<file path="config.mk">
export PLATFORM = sky130hd
export DESIGN_NAME = seg7_scan_driver
export DESIGN_NICKNAME = d
export VERILOG_FILES = /design/src/rtl/seg7_scan_driver.sv
export SDC_FILE = /design/constraint.sdc
export NUM_CORES = 1
export LEC_CHECK = 0
export CORE_ASPECT_RATIO = 1.5
export CORE_MARGIN = 1
export CORE_UTILIZATION = 50
export DETAILED_ROUTE_END_ITERATION = 8
export PLACE_DENSITY = 0.78
export SLEW_MARGIN = 30
export SYNTH_ARGS = -nofsm -noshare
export SYNTH_HDL_FRONTEND = slang
export SYNTH_SLANG_ARGS = --single-unit
</file>
<file path="constraint.sdc">
create_clock -name clock -period 4.7 [get_ports clock]
set_input_delay 0.47 -clock clock [delete_from_list [all_inputs] [get_ports clock]]
set_output_delay 0.47 -clock clock [all_outputs]
set_load 0.1 [all_outputs]
</file>
<file path="src/rtl/seg7_scan_driver.sv">
// Time-multiplexed driver for an 8-digit common-anode 7-segment display.
// Each digit slot lasts REFRESH_DIV cycles. The first BLANK_CYCLES of a slot
// keep every anode off so the previous digit cannot ghost into the next one.
// The codes and the blink mask are copied into shadow registers once per full
// scan, at the 7->0 wrap, so a scan never shows a mix of old and new values.
// A blink phase toggles every BLINK_SCANS completed scans.
// Code format: bit5 = blank, bits4:1 = character, bit0 = decimal point.
module seg7_scan_driver #(
  parameter int REFRESH_DIV  = 100000,
  parameter int BLANK_CYCLES = 16,
  parameter int BLINK_SCANS  = 125
) (
  input  logic       clock,
  input  logic       reset,
  input  logic [5:0] d1,
  input  logic [5:0] d2,
  input  logic [5:0] d3,
  input  logic [5:0] d4,
  input  logic [5:0] d5,
  input  logic [5:0] d6,
  input  logic [5:0] d7,
  input  logic [5:0] d8,
  input  logic [7:0] blink,
  output logic [7:0] an,
  output logic [7:0] seg
);

  localparam int CW = (REFRESH_DIV > 1) ? $clog2(REFRESH_DIV) : 1;
  localparam int SW = (BLINK_SCANS > 1) ? $clog2(BLINK_SCANS) : 1;

  logic [CW-1:0] cnt;
  logic [2:0]    idx;
  logic [SW-1:0] scan_cnt;
  logic          phase;
  logic [5:0]    code_sh [8];
  logic [7:0]    blink_sh;

  logic          tick;
  logic          wrap;
  logic [5:0]    code_sel;
  logic          dark;
  logic          in_blank;
  logic [7:0]    an_next;
  logic [7:0]    seg_next;

  assign tick     = (cnt == CW'(REFRESH_DIV - 1));
  assign wrap     = tick && (idx == 3'd7);
  assign in_blank = ({1'b0, cnt} < (CW + 1)'(BLANK_CYCLES));

  // Active-high gfedcba pattern for each 4-bit character.
  function automatic logic [6:0] char_pattern(input logic [3:0] ch);
    logic [6:0] p;
    case (ch)
      4'h0:    p = 7'h3F;
      4'h1:    p = 7'h06;
      4'h2:    p = 7'h5B;
      4'h3:    p = 7'h4F;
      4'h4:    p = 7'h66;
      4'h5:    p = 7'h6D;
      4'h6:    p = 7'h7D;
      4'h7:    p = 7'h07;
      4'h8:    p = 7'h7F;
      4'h9:    p = 7'h6F;
      4'hA:    p = 7'h73;
      4'hB:    p = 7'h7C;
      4'hC:    p = 7'h58;
      4'hD:    p = 7'h6D;
      4'hE:    p = 7'h79;
      default: p = 7'h3E;
    endcase
    return p;
  endfunction

  // Refresh prescaler, digit index, scan counter and blink phase.
  always_ff @(posedge clock or posedge reset) begin
    if (reset) begin
      cnt      <= '0;
      idx      <= 3'd0;
      scan_cnt <= '0;
      phase    <= 1'b0;
    end else begin
      cnt <= tick ? '0 : cnt + 1'b1;
      if (tick) begin
        idx <= idx + 3'd1;
      end
      if (wrap) begin
        if (scan_cnt == SW'(BLINK_SCANS - 1)) begin
          scan_cnt <= '0;
          phase    <= ~phase;
        end else begin
          scan_cnt <= scan_cnt + 1'b1;
        end
      end
    end
  end

  // Shadow copies of the inputs, refreshed only at the start of a new scan.
  always_ff @(posedge clock or posedge reset) begin
    if (reset) begin
      for (int i = 0; i < 8; i++) begin
        code_sh[i] <= 6'b111111;
      end
      blink_sh <= 8'h00;
    end else if (wrap) begin
      code_sh[0] <= d1;
      code_sh[1] <= d2;
      code_sh[2] <= d3;
      code_sh[3] <= d4;
      code_sh[4] <= d5;
      code_sh[5] <= d6;
      code_sh[6] <= d7;
      code_sh[7] <= d8;
      blink_sh   <= blink;
    end
  end

  // Decode the selected digit; dark during the blanking window or when off.
  always_comb begin
    an_next  = 8'hFF;
    seg_next = 8'hFF;
    code_sel = code_sh[idx];
    dark     = code_sel[5] | (phase & blink_sh[idx]);
    if (!in_blank && !dark) begin
      an_next  = ~(8'h80 >> idx);
      seg_next = ~{code_sel[0], char_pattern(code_sel[4:1])};
    end
  end

  // Registered pins, forced dark by reset.
  always_ff @(posedge clock or posedge reset) begin
    if (reset) begin
      an  <= 8'hFF;
      seg <= 8'hFF;
    end else begin
      an  <= an_next;
      seg <= seg_next;
    end
  end

endmodule

</file>
# --- After elaboration in Yosys (flattened, before gate mapping) ---
# Memory sizes are Yosys's and may differ from the RTL's.
# Cells that the tools add are included.
word_totals:
  register_bits: 100
  mem_bits_ro: 112
  out_inout_bits: 16
  n_memories: 1
classes:
  add_sub_neg: 3
  n_lt_le_gt_ge: 3
  n_eq_ne: 3
  shifts: 1
  mux: 10
  bitwise_logic: 6
  reduce_logical: 5
mem_list:
  columns: ["memory", "words", "word_bits", "read_ports", "rd_ports_with_merged_regs", "wr", "line", "rtl"]
  rows:
  - ["(no name shown)", 16, 7, 1, 0, 0, "53", "case (ch)"]
op_table:
  columns: ["operator", "n"]
  rows:
  - ["6-bit binary-select mux with 3-bit select", 1]
  - ["17-bit by 1-bit adder with 17-bit output (second input constant)", 1]
  - ["17-bit equality test (second input constant)", 1]
  - ["17-bit by 5-bit < comparator with 1-bit output (second input constant)", 1]
  - ["17-bit 2-to-1 mux", 1]
  - ["8-bit 2-to-1 mux", 2]
  - ["8-bit NOT", 2]
  - ["7-bit 2-to-1 mux", 2]
  - ["6-bit 2-to-1 mux", 2]
  - ["8-bit by 3-bit right shift with 8-bit output (first input constant)", 1]
  - ["7-bit by 1-bit adder with 7-bit output (second input constant)", 1]
  - ["7-bit equality test (second input constant)", 1]
  - ["4-bit >= comparator (second input constant)", 1]
  - ["3-bit by 4-bit < comparator with 1-bit output (second input constant)", 1]
  - ["3-bit NOT with 4-bit output", 1]
  - ["3-bit by 1-bit adder with 3-bit output (second input constant)", 1]
  - ["1-bit binary-select mux with 3-bit select", 1]
  - ["3-bit equality test (second input constant)", 1]
  - ["1-bit logical AND", 2]
  - ["1-bit logical NOT", 2]
  - ["2-bit AND reduction", 1]
  - ["1-bit AND", 1]
  - ["1-bit 2-to-1 mux", 1]
  - ["1-bit NOT", 1]
  - ["1-bit bitwise OR", 1]

# --- Logic depth before layout (Yosys ltp) ---
# Gate-level depths: netlist of run 1.
depth:
  word_depth: 10
  mapped_depth: 10
  mapped_depth_nobuf: 8

# --- Worst setup path after synthesis of run 1 ---
# Ideal clock, no wire load.
synth_timing:
  path_kind: "flip-flop to flip-flop"
  startpoint: "reg idx[0]"
  endpoint: "reg seg[0]"
  setup_ns: 0.083
  t_arrival_ns: 2.014
  required_ns: 4.617
  setup_slack_ns: 2.603
  stages_incl_launch_ff: 11
  path_buffers: 2
  synth_period_minus_slack_ns: 2.097
  cell_sequence: "dfrtp_1 buf_6 buf_12 mux4_2 nand2_1 nand2_1 inv_1 ha_1 nor2_1 a211oi_1 o21ai_2"
synth_between:
  elab_chain_len: 8
  elab_cells_between_ends: 14
  cone_classes: "7 x mux; 4 x bitwise; 2 x reduce/logical; 1 x memory"
synth_lines:
  columns: ["element", "line", "rtl"]
  rows:
  - ["start: declaration", "32", "logic [2:0] idx;"]
  - ["start signal: assignment", "84", "idx <= idx + 3'd1;"]
  - ["3-bit NOT with 4-bit output (not written as such)", "121", "code_sel = code_sh[idx];"]
  - ["6-bit binary-select mux with 3-bit select", "121", null]
  - ["6-bit 2-to-1 mux (not written as such) (2 in series)", "121", null]
  - ["memory 16 x 7 bit or 1-bit bitwise OR (tied branches)", null, null]
  - ["7-bit 2-to-1 mux or 1-bit logical NOT (tied branches)", "123", "if (!in_blank && !dark) begin"]
  - ["8-bit NOT or 1-bit logical AND (tied branches)", "125, 123", null]
  - ["8-bit 2-to-1 mux *", "123", null]
  - ["named net seg_next[0]", "44", "logic [7:0] seg_next;"]
  - ["end signal: assignment", "136", "seg <= seg_next;"]
  - ["end: declaration", "25", "output logic [7:0] seg"]
# The timed path passes the listed nets; every way through them passes the cells marked *. The select of a mux whose other input is x is not followed.
# A chain may end at the register's enable or synchronous reset.

# --- Worst setup path in the final report of run 1 ---
layout_timing:
  startpoint: "reg idx[1]"
  endpoint: "reg blink_sh[1]"
layout_between:
  elab_chain_len: 2
layout_lines:
  columns: ["element", "line", "rtl"]
  rows:
  - ["3-bit equality test", "47", "assign wrap = tick && (idx == 3'd7);"]
  - ["1-bit logical AND", "47", null]
  - ["end signal: assignment", "113", "blink_sh <= blink;"]
  - ["end: declaration", "36", "logic [7:0] blink_sh;"]
# Every way passes these cells.

==> flow_summary.yaml, run 1 <==
status:
  status: "finished clean"
grt:
  antenna_found_initial: 0
  grt_overflow: 0
  grt_max_degree: 69
  grt_first_pass_wirelength_um: 15100
  grt.total_usage_pct: 20.5
  grt_pass1_vias: 3164
routing:
  drt-initial-drc-count: 150
  num_vias: 3005
  dr.pass1.iters: 7
  wl_per_cell_um: 16.6
  viasPerCell: 5.52
  wl_um: 9030
  antenna_left: 0
  drc: 0
layout:
  antenna_cells: 0
  nets: 501
  n_fill_cell: 725
  drive_above_1_share_pct: 38.7
  fin_area_um2: 5870
  area_delta_synth_final_pct: 21.6
cts:
  cts_tree: "yes"
  clock_latency_ps: 340
  post_cts_resize_count: 0
  hold_buffers: 0
  cts_buffer_depth: 2
  numCtsBuffers: 9
  postCtsSetupRepairBufs: 0
  clock_sinks: 100
  cts-root-buf: "clkbuf_16"
  htree_levels: 3
  clkTransAtPathRegs_ps: 70
sta:
  min_period_ps: 2570
  rsz0062_at_grt: "false"
  slew_violations: 0
  hold_violations: 0
  maxSlewHeadroom_pct: 33.7
  tightest_slew_ps: 992
  setup_viol: 0
  fin_tns_setup_ps: 0
  fin_crit_sh_pct: 54.7
  fin_ws_ps: 2130
  fin_skew_ps: 6.96
  achievable-frequency_ghz: 0.389
floorplan:
  num_io_pins: 74
  initial_core_util_pct: 51.9
  die_area_um2: 10100
  die_y_um: 122
  die_w_um: 82.2
  core.rowCount: 43
  design.core.area_um2: 9310
worst_setup_path:
  cp-end-kind: "flip-flop"
  path_max_fanout: 68
  critPathSlowestCell: "dfrtp_1"
  required_ps: 4920
  r2r-start: "idx[1]"
  worstSetupPathType: "flip-flop to flip-flop"
  rr_worst_depth: 5
  crit_arrival_ps: 2790
  reg2reg_slack_ps: 2130
  cp-start-kind: "flip-flop"
  reg2reg_to: "blink_sh[1]"
  cpMostUsedCell: "ha_1"
  cp_slowest_stage_delay_ps: 650
  path_cells: "ha_1, ha_1, nand3_2, buf_4, mux2_2"
placement:
  pre_cts_slack_ps: 1830
  portBuffers: 73
  place_hpwl_um: 6600
  place_area_um2: 5590
  globalplace.congestion: 0.784
synthesis:
  synth_top_flop_cell: "dfstp_2"
  ys_warn_count: 0
  async_flop_share_pct: 100
  ys_types: 47
  ys_seq_area_share_pct: 53.5
  synth_area_leaders: "dfstp_2 (35%), dfrtp_1 (19%), mux2_2 (14%)"
  ys_ff_latch: 100
  synth_edf_count: 0
  synth_top_cell_by_area: "dfstp_2"
  netlist.area_leader.share_pct: 34.8
  synth_area_um2: 4830
  synth_cells: 357
  postSynthAreaPerCell_um2: 13.5
  syn_nets: 431
pwr:
  powerDensity_nw_per_um2: 307
  ir_worst_vdd_v: 0.000270
  power.share.combinational_pct: 10.1
  intPower_w: 0.00138
  sequentialPowerShare_pct: 51.4
  leakagePower_nw: 2.39
  p_sw_share_pct: 23.7
  p_switching_w: 0.000427
  clkPwrFrac_pct: 38.5
hold_path:
  hold_depth: 1
  min_to: "cnt[0]"
  hold_class: "flip-flop to flip-flop"
  hp-start: "cnt[0]"
flow_run:
  cap_violations: 0
final cells by class:
cell class	instances	area, um2	share of cell area (%)
clock buffers	10	239	4.07
clock inverters	6	45.0	0.767
inverters	10	40.0	0.682
multi-input cells	231	2080	35.4
flip-flops and latches	100	2580	44.0
well taps	112	140	2.39
repair buffers	75	746	12.7
power groups by stage:
stage	clock, W	sequential (W)	combinational [W]
after global placement	0	0.000938	0.000180
final	0.000694	0.000926	0.000182
after global routing	0.000749	0.000929	0.000196
after CTS	0.000715	0.000926	0.000184
after detailed placement	0	0.000940	0.000184
after floorplan	0	0.000977	0.0000710
cells in the mapped netlist (4+ instances only):
cell and instances:
nor2_1 17, nand3_1 11, ha_1 16, mux4_2 10
nand3_2 5, mux2_2 58, xor2_1 8, buf_2 9
dfstp_2 64, and3_1 6, o21ai_0 12, inv_1 9
dfrtp_1 36, xnor2_1 8, and2_1 4, mux4_1 4
nand2_1 35
routing by layer:
layer	up-vias	GRT usage, %	wire (um)
met3	14	4.39	279
met4	0	7.35	146
met2	67	36.1	4960
met1	1512	24.0	3640
met5	-	0	0
li1	1412	-	-
worst max-delay path: cells and delay by family, from the launching register on:
| kind | cells | cell delay [ps] |
|---|---|---|
| fa+ha+maj | 2 | 640 |
| simple gates | 1 | 80 |
| mux | 1 | 420 |
| buf+inv | 1 | 610 |
| flops | 1 | 650 |
stage by stage:
stage	utilization (%)	power (W)	hold WS [ps]	cells
2_1_floorplan	-	0.00105	455	357
3_3_place_gp	60.0	0.00112	471	528
3_5_place_dp	60.0	0.00112	479	528
4_1_cts	63.1	0.00183	492	544
5_1_grt	63.1	0.00187	519	544
6_report	63.1	0.00180	492	544
logic make-up after synthesis:
kind of cell / after synthesis / share of synthesized area, %
simple gates: 95 / 9.92
mux: 76 / 21.5
buf+inv: 26 / 3.47
fa+ha+maj: 16 / 4.15
xor+xnor: 16 / 2.90
flops: 100 / 53.5
compound gates: 28 / 4.54
worst max path at each step:
stage,from,end,slack [ps],depth (start not counted)
finish,idx[1],blink_sh[1],2130,5
global route,idx[0],seg[3],1990,5
floorplan,reset,blink_sh[0],1720,1
global placement,idx[0],seg[3],1860,5
CTS,idx[0],seg[3],1830,5
detailed placement,idx[0],seg[3],1830,5
sequential cells by signal, summed over array words and instances (netlist names):
signal,flops
blink_sh,8
code_sh,48
seg,8
idx,3
phase,1
scan_cnt,7
an,8
cnt,17
layout by cell type, fill, tap and decap left out, types with 2 or more instances in the layout:
cell / count
a21oi_1: 2
and2_1: 4
and3_1: 6
and4_1: 3
buf_4: 2
clkbuf_16: 9
clkdlybuf4s50_1: 73
clkinvlp_4: 2
dfrtp_1: 35
dfstp_2: 64
ha_1: 16
inv_1: 8
inv_4: 3
mux2_2: 58
mux2i_1: 2
mux4_1: 4
mux4_2: 10
nand2_1: 35
nand3_1: 11
nand3_2: 5
nand4_1: 2
nor2_1: 17
nor2b_1: 2
nor3_1: 3
nor4_1: 2
o211ai_2: 2
o21ai_0: 12
o31ai_1: 2
or4_1: 2
xnor2_1: 8
xor2_1: 8
No activity file was read; power rests on OpenSTA's default activity.
==> inputs of run 2 (changes only) <==
--- a/config.mk
+++ b/config.mk
@@ -7,9 +7,9 @@
 export LEC_CHECK = 0
 export CORE_ASPECT_RATIO = 1.5
 export CORE_MARGIN = 1
-export CORE_UTILIZATION = 50
+export CORE_UTILIZATION = 49
 export DETAILED_ROUTE_END_ITERATION = 8
-export PLACE_DENSITY = 0.78
+export PLACE_DENSITY = 0.79
 export SLEW_MARGIN = 30
 export SYNTH_ARGS = -nofsm -noshare
 export SYNTH_HDL_FRONTEND = slang
==> constraint.sdc (replaced) <==
create_clock -name clock -period 2.25 [get_ports clock]
set_input_delay 0.225 -clock clock [delete_from_list [all_inputs] [get_ports clock]]
set_output_delay 0.225 -clock clock [all_outputs]
set_load 0.1 [all_outputs]
==> run 2 against run 1 <==
Final cell count increased by 3.3%. Combinational power up 110%. Critical path type unchanged. Largest power group unchanged. Sequential share of layout area decreased by 0.88 points. Via count up 2.1%. Largest cell class unchanged. Core utilization decreased by 0.93 points.
==> flow_summary.yaml, run 2 (synthesis results as in run 1) <==
sta:
  slew_violations: 0
  fin_tns_setup_ps: 0
  fin_crit_sh_pct: 94.6
  rsz0062_at_grt: "false"
  tightest_slew_ps: 779
  min_period_ps: 2130
  achievable-frequency_ghz: 0.470
  setup_viol: 0
  maxSlewHeadroom_pct: 47.6
  fin_skew_ps: 6.13
  hold_violations: 0
worst_setup_path:
  critPathSlowestCell: "mux4_1"
  worstSetupPathType: "flip-flop to flip-flop"
  cp-start-kind: "flip-flop"
  crit_arrival_ps: 2400
  cp-end-kind: "flip-flop"
  required_ps: 2520
  path_max_fanout: 7
  cp_slowest_stage_delay_ps: 610
  path_cells: "buf_4, mux4_1, mux2i_2, mux2_2, nand2_1, o311ai_2"
layout:
  antenna_cells: 0
  nets: 516
  largest_register: "code_sh"
  drive_above_1_share_pct: 43.6
  largestRegisters: "code_sh: 48 flops, cnt: 17 flops"
  largest_reg_flops: 48
  fin_util_pct: 62.2
  layout_commonest_cell: "dfstp_2"
  area_delta_synth_final_pct: 24.0
  layout_common_cells: "dfstp_2 (64), mux2_2 (58), clkdlybuf4s50_1 (57)"
grt:
  grt_overflow: 0
  antenna_found_initial: 0
  grt.total_usage_pct: 19.8
  grt_max_degree: 101
  grt_pass1_vias: 3261
  grt_first_pass_wirelength_um: 15700
routing:
  num_vias: 3069
  viasPerCell: 5.46
  dr.pass1.iters: 4
  drt-initial-drc-count: 183
  wl_per_cell_um: 16.6
  drc: 0
  wl_um: 9330
  antenna_left: 0
floorplan:
  die_y_um: 124
  core.rowCount: 44
  die_w_um: 83.1
  num_io_pins: 74
  design.core.area_um2: 9630
  initial_core_util_pct: 50.1
  die_area_um2: 10300
placement:
  globalplace.congestion: 0.866
  portBuffers: 73
  place_hpwl_um: 6580
cts:
  numCtsBuffers: 9
  htree_levels: 3
  cts_buffer_depth: 2
  cts_tree: "yes"
  clock_sinks: 100
  clock_latency_ps: 350
  clkTransAtPathRegs_ps: 60
  cts-root-buf: "clkbuf_16"
pwr:
  leakagePower_nw: 2.48
  powerDensity_nw_per_um2: 630
  ir_worst_vdd_v: 0.000530
hold_path:
  hold_class: "input port to async pin"
flow_run:
  cap_violations: 0
status:
  status: "finished clean"
run 2: worst paths after layout:
kind,depth (start not counted),from,to,slack [ps]
hold reg to reg,1,cnt[0],cnt[0],490
setup / recovery,6,idx[0],seg[3],120
setup reg to reg,6,idx[0],seg[3],120
min in group clock,2,d2[3],code_sh[39],480
max in group asynchronous,3,reset,code_sh[17],1480
hold / removal,3,reset,phase,380
run 2: stage by stage:
| stage | std cells | power, W | setup slack [ps] | hold slack (ps) | area (um2) |
|---|---|---|---|---|---|
| 2_1_floorplan | 357 | 0.00219 | 153 | 375 | 4830 |
| 3_3_place_gp | 541 | 0.00234 | 176 | 475 | 5680 |
| 3_5_place_dp | 541 | 0.00235 | 105 | 480 | 5680 |
| 4_1_cts | 557 | 0.00379 | 112 | 404 | 5950 |
| 5_1_grt | 562 | 0.00391 | 6.92 | 433 | 5990 |
| 6_report | 562 | 0.00377 | 122 | 379 | 5990 |
run 2: metal layers:
| layer | vias to the layer above | GRT usage [%] | share of wire [%] |
|---|---|---|---|
| met4 | 0 | 9.81 | 2.9 |
| li1 | 1436 | - | - |
| met3 | 18 | 3.78 | 3.3 |
| met1 | 1540 | 24.8 | 42 |
| met2 | 75 | 33.4 | 52 |
| met5 | - | 0 | 0 |
run 2: cell type report:
class	instances	area (um2)
Multi-Input combinational cell	231	2080
Inverter	10	41.3
Clock inverter	2	10.0
Sequential cell	100	2580
Fill cell	734	3650
Timing Repair Buffer	90	868
Tap cell	115	144
Clock buffer	14	264
run 2: power by group:
group          leakage, nW  switching, W  internal [W]
sequential            1.14     0.0000314       0.00191
clock                0.137      0.000637      0.000808
combinational         1.20      0.000201      0.000189
run 2: worst max-delay path: cells and delay by family, from the launching register on:
| kind | cells | cell delay (ps) |
|---|---|---|
| flops | 1 | 390 |
| buf+inv | 1 | 200 |
| compound gates | 1 | 100 |
| simple gates | 1 | 80 |
| mux | 3 | 1280 |
run 2: repair_timing:
item                                    in CTS  in global routing
gates resized for setup                      0                  1
hold buffers                                 0                  0
endpoints found under the setup margin       0                  2
setup buffers                                0                  5
==> inputs of run 3 (changes only) <==
--- a/config.mk
+++ b/config.mk
@@ -9,6 +9,7 @@
 export CORE_MARGIN = 1
 export CORE_UTILIZATION = 49
 export DETAILED_ROUTE_END_ITERATION = 8
+export GPL_ROUTABILITY_DRIVEN = 1
 export PLACE_DENSITY = 0.79
 export SLEW_MARGIN = 30
 export SYNTH_ARGS = -nofsm -noshare
==> results of run 3 <==
The final DEF is identical to that of run 2; final timing and power are the same.
